==> config.mk <==
export PLATFORM = sky130hd
export DESIGN_NAME = sync_fifo_prog
export DESIGN_NICKNAME = d
export VERILOG_FILES = /design/src/rtl/sync_fifo_prog.sv
export SDC_FILE = /design/constraint.sdc
export NUM_CORES = 1
export LEC_CHECK = 0
export CAP_MARGIN = 20
export CORE_MARGIN = 3
export CORE_UTILIZATION = 55
export CTS_CLUSTER_DIAMETER = 100
export CTS_CLUSTER_SIZE = 40
export DETAILED_ROUTE_END_ITERATION = 8
export PLACE_DENSITY = 0.83
export SYNTH_ARGS = -nofsm -noshare
export SYNTH_HDL_FRONTEND = slang
export SYNTH_SLANG_ARGS = --single-unit
==> constraint.sdc <==
create_clock -name clk -period 3.64 [get_ports clk]
set_input_delay 0.728 -clock clk [delete_from_list [all_inputs] [get_ports clk]]
set_output_delay 0.728 -clock clk [all_outputs]
set_load 0.01 [all_outputs]
==> src/rtl/sync_fifo_prog.sv <==
// sync_fifo_prog
// Single-clock synchronous FIFO with arbitrary (non-power-of-2) depth,
// selectable standard or first-word-fall-through read mode, run-time
// programmable almost-empty/almost-full thresholds, a fill-level output,
// a synchronous flush and sticky overflow/underflow error flags.
//
// Ports:
//   clk          - clock, all logic on rising edge
//   rst          - synchronous active-high reset, overrides every other input
//   flush        - synchronous clear of pointers and level (errors retained)
//   data_in      - write data
//   wr_en        - write request
//   rd_en        - read request
//   ae_thresh    - almost-empty threshold (almost_empty = level <= ae_thresh)
//   af_thresh    - almost-full threshold (almost_full = level >= af_thresh)
//   err_clr      - clears sticky error flags
//   data_out     - read data (registered in standard mode, head word in FWFT)
//   empty/full   - level == 0 / level == DEPTH
//   almost_empty - level <= ae_thresh
//   almost_full  - level >= af_thresh
//   level        - number of stored words
//   overflow     - sticky: write attempted while full
//   underflow    - sticky: read attempted while empty
module sync_fifo_prog #(
  parameter int DATA_WIDTH = 8,
  parameter int DEPTH      = 12,
  parameter int FWFT       = 0,
  parameter int LW         = $clog2(DEPTH + 1)
) (
  input  logic                  clk,
  input  logic                  rst,
  input  logic                  flush,
  input  logic [DATA_WIDTH-1:0] data_in,
  input  logic                  wr_en,
  input  logic                  rd_en,
  input  logic [LW-1:0]         ae_thresh,
  input  logic [LW-1:0]         af_thresh,
  input  logic                  err_clr,
  output logic [DATA_WIDTH-1:0] data_out,
  output logic                  empty,
  output logic                  full,
  output logic                  almost_empty,
  output logic                  almost_full,
  output logic [LW-1:0]         level,
  output logic                  overflow,
  output logic                  underflow
);

  localparam int PW = $clog2(DEPTH);

  logic [DATA_WIDTH-1:0] mem [DEPTH];
  logic [PW-1:0]         wr_ptr;
  logic [PW-1:0]         rd_ptr;
  logic [LW-1:0]         level_q;
  logic                  overflow_q;
  logic                  underflow_q;
  logic                  wr_acc;
  logic                  rd_acc;
  logic                  wr_err;
  logic                  rd_err;

  // Status flags come straight from the registered level; thresholds are
  // compared live so a threshold change is visible in the same cycle.
  always_comb begin
    empty        = (level_q == '0);
    full         = (level_q == LW'(DEPTH));
    almost_empty = (level_q <= ae_thresh);
    almost_full  = (level_q >= af_thresh);
  end

  // Requests are accepted on the current flags; a flush cycle swallows both
  // requests entirely, so it neither accepts data nor raises an error.
  always_comb begin
    wr_acc = wr_en & ~full  & ~flush;
    rd_acc = rd_en & ~empty & ~flush;
    wr_err = wr_en &  full  & ~flush;
    rd_err = rd_en &  empty & ~flush;
  end

  // Pointers wrap by explicit compare because DEPTH need not be a power of 2.
  always_ff @(posedge clk) begin
    if (rst || flush) begin
      wr_ptr <= '0;
      rd_ptr <= '0;
    end else begin
      if (wr_acc) begin
        wr_ptr <= (wr_ptr == PW'(DEPTH - 1)) ? '0 : wr_ptr + PW'(1);
      end
      if (rd_acc) begin
        rd_ptr <= (rd_ptr == PW'(DEPTH - 1)) ? '0 : rd_ptr + PW'(1);
      end
    end
  end

  // Level tracks accepted traffic; a simultaneous read and write cancel out.
  always_ff @(posedge clk) begin
    if (rst || flush) begin
      level_q <= '0;
    end else begin
      case ({wr_acc, rd_acc})
        2'b10:   level_q <= level_q + LW'(1);
        2'b01:   level_q <= level_q - LW'(1);
        default: level_q <= level_q;
      endcase
    end
  end

  // Storage array has no reset so it can map onto plain RAM.
  always_ff @(posedge clk) begin
    if (wr_acc) begin
      mem[wr_ptr] <= data_in;
    end
  end

  // Sticky error flags: a new error event takes priority over err_clr, and
  // flush leaves them alone.
  always_ff @(posedge clk) begin
    if (rst) begin
      overflow_q  <= 1'b0;
      underflow_q <= 1'b0;
    end else begin
      if (wr_err) begin
        overflow_q <= 1'b1;
      end else if (err_clr) begin
        overflow_q <= 1'b0;
      end
      if (rd_err) begin
        underflow_q <= 1'b1;
      end else if (err_clr) begin
        underflow_q <= 1'b0;
      end
    end
  end

  // Standard mode registers the popped word (latency 1, holds otherwise);
  // FWFT mode exposes the head word combinationally.
  generate
    if (FWFT != 0) begin : g_fwft
      assign data_out = mem[rd_ptr];
    end else begin : g_std
      logic [DATA_WIDTH-1:0] data_out_q;

      always_ff @(posedge clk) begin
        if (rst) begin
          data_out_q <= '0;
        end else if (rd_acc) begin
          data_out_q <= mem[rd_ptr];
        end
      end

      assign data_out = data_out_q;
    end
  endgenerate

  assign level     = level_q;
  assign overflow  = overflow_q;
  assign underflow = underflow_q;

endmodule

==> results by group <==
Run
  – MaxCap Viol Count: 0

Place
  – Detailed placement HPWL: 6570 um
  – Placer Congestion: 0.799
  – Placed inst area: 5570 sq um
  – Placed Cells incl. Taps: 464
  – IO Port Bufs: 39

Synthesis
  – Post-Syn Area: 4990 sq um
  – Syn nets: 352
  – Avg Cell Area, Syn: 15.9 sq um
  – Synth Register Bits: 118
  – Mapped Cells: 313
  – Synth cell types: 41
  – Post-synthesis sequential area ratio: 0.666
  – Yosys warns: 0

GRT
  – GRT Max-Usage Layer: met2
  – Total grt overflow: 0
  – GRT Total Usage: 0.219
  – First-pass GRT wire length: 16200 um
  – Largest net degree at the start of global routing: 20
  – M3 GR Usage: 0.0510
  – Met1 Use GR: 0.273
  – GRT met2 Usage: 0.375
  – Number of antenna violations at the first check in global routing: 0
  – Vias in the first global route: 3147

Pwr
  – Leak pwr: 2.15 nW
  – Pwr dens: 517 nW/um^2
  – VDD IR-drop max: 0.000567 V

Route
  – Drt first pass iters: 5
  – Antenna Violating Nets Remaining: 0
  – Via Count: 3004
  – Avg Vias per Cell: 6.04
  – Initial DRC Count: 265
  – # DRC: 0
  – Final wirelength: 10400 um
  – DR WL/cell: 21.0 um

Final layout
  – Layout filler cell count: 544
  – Commonest non-fill, non-tap cell in the layout: edfxtp_1
  – Post-route cell area: 6160 sq um
  – Final std cells w/o fill: 497
  – Layout area overhead: 23.4%
  – Commonest non-fill, non-tap cells in the layout: edfxtp_1, clkdlybuf4s50_1, dfxtp_1
  – Nets: 415
  – Area occupied by multi-input gates: 1520 sq um
  – Share of layout cells above drive strength 1: 0.193
  – Sequential standard cell area: 3320 sq um
  – # diodes: 0

Hold path
  – Worst Hold Class: register to register

Floorplanning
  – Core area: 8760 sq um
  – # rows: 34
  – DIE WIDTH: 101 um
  – Full die area: 10300 sq um
  – Die Ht: 101 um
  – Starting density of the core: 0.569
  – IO Pins: 40

Critical path
  – CP arrival: 2660 ps
  – Crit path launch type: primary input
  – Crit Path Category: primary input to output port
  – Largest fanout on the critical path: 2
  – Crit end category: output port
  – Worst endpoint required time: 2910 ps

Clock network
  – Clk slew on worst S/H paths: 60 ps
  – CTS H-tree depth: 4
  – CTS tree: done
  – CTS Root Buffer Type: clkbuf_8
  – Sink Count: 118
  – Setup Fix Bufs, Post-CTS: 0
  – Deepest clock path buffer count: 2
  – Skew-Pair Late Insertion Delay: 520 ps
  – Cts hold-fix bufs: 0
  – Number of CTS-inserted buffers: 17
  – Resized cells post-CTS: 0

STA
  – Pins Over Slew Limit: 0
  – Sum Neg Setup Slack: 0 ps
  – Final hold viol count: 0
  – Min cycle time layout: 3390 ps
  – Final setup vio count: 0
  – Clock skew: 6.43 ps
  – Fmax: 295 MHz
  – Relative slew margins: 0.283
  – Pin slew with the least headroom to its limit: 1070 ps
  – Final period util: 0.932
  – RSZ-0062 raised after global routing: false

Status
  – Status: completed
-- critical path: stages --
cell	delay, ps
clkdlybuf4s50_1	460
inv_1	40
ha_1	290
nor2b_1	140
o21a_1	160
o21a_1	160
o21ai_0	130
clkdlybuf4s50_1	550
-- cells in the mapped netlist --
cell type  instances  area, sq um
edfxtp_1          96         2880
dfxtp_1           22          440
nor2_1            21         78.8
inv_1             19         71.3
ha_1              16          200
mux4_2            16          360
nand2_1           16         60.1
a21oi_1           15         75.1
nor3b_1            9         67.6
a221o_1            8         80.1
mux4_1             8          210
clkbuf_1           6         22.5
nor2b_1            5         31.3
nor3_1             5         25.0
o21a_1             5         37.5
mux2_2             4         45.0
o21ai_1            4         20.0
a21o_1             3         22.5
buf_2              3         15.0
a31oi_1            2         12.5
and2_1             2         12.5
buf_6              2         22.5
inv_2              2         7.51
nand2b_1           2         12.5
nand3_1            2         10.0
nor4b_1            2         17.5
o21ai_0            2         10.0
o31ai_1            2         15.0
xor2_1             2         17.5
a211oi_1           1         7.51
and4b_1            1         10.0
buf_1              1         3.75
buf_4              1         7.51
fa_1               1         20.0
nand2_2            1         6.26
nand4_1            1         6.26
nand4bb_1          1         11.3
o211ai_1           1         7.51
o32ai_1            1         8.76
or2_2              1         6.26
or4_4              1         11.3
-- per-layer routing --
layer,up-vias,part of all wire
li1,1343,-
met5,-,0
met2,141,0.52
met1,1490,0.37
met3,30,0.089
met4,0,0.023
-- registers in the layout (all words and copies together), names as in the netlist --
| name | count |
|---|---|
| rd_ptr | 4 |
| level | 4 |
| overflow | 1 |
| mem | 96 |
| wr_ptr | 4 |
| data_out | 8 |
| underflow | 1 |
-- cell families (layout without fill, tap and decap cells) --
group | after synthesis | after routing | synth area share
mux | 28 | 28 | 0.123
simple gates | 70 | 70 | 0.0735
xor+xnor | 2 | 2 | 0.00351
buf+inv | 34 | 110 | 0.0301
fa+ha+maj | 17 | 17 | 0.0441
compound gates | 44 | 44 | 0.0594
flops | 118 | 118 | 0.666
-- stage by stage --
step | hold WS [ps] | util | total power [W] | setup WS [ps]
after floorplan | 528 | - | 0.00154 | 1070
after global placement | 559 | 0.636 | 0.00159 | 286
after detailed placement | 572 | 0.636 | 0.00160 | 214
after CTS | 580 | 0.702 | 0.00320 | 220
after global routing | 610 | 0.703 | 0.00327 | 145
final | 577 | 0.703 | 0.00319 | 249
-- cell type report --
class,instances,area share
flip-flops and latches,118,0.540
inverters,21,0.0128
clock inverters,15,0.0274
clock buffers,17,0.0672
multi-input cells,161,0.246
repair buffers,57,0.0849
well taps,108,0.0219
-- final timing paths --
check	startpoint	end	slack, ps	cells after the start
worst max-delay path	ae_thresh[1]	almost_empty	250	8
worst min-delay path	level[3]$_SDFFE_PP0P_	level[3]$_SDFFE_PP0P_	580	2
worst max register to register	level[3]$_SDFFE_PP0P_	level[3]$_SDFFE_PP0P_	1070	9
worst min register to register	level[3]$_SDFFE_PP0P_	level[3]$_SDFFE_PP0P_	580	2
-- power by group --
part,internal (W),leakage [nW],switching [W]
combinational,0.0000502,0.827,0.0000510
clock,0.000990,0.278,0.000626
sequential,0.00147,1.04,0.00000432
total,0.00251,2.15,0.000681
Note: power is estimated with default switching activity, not from simulation.
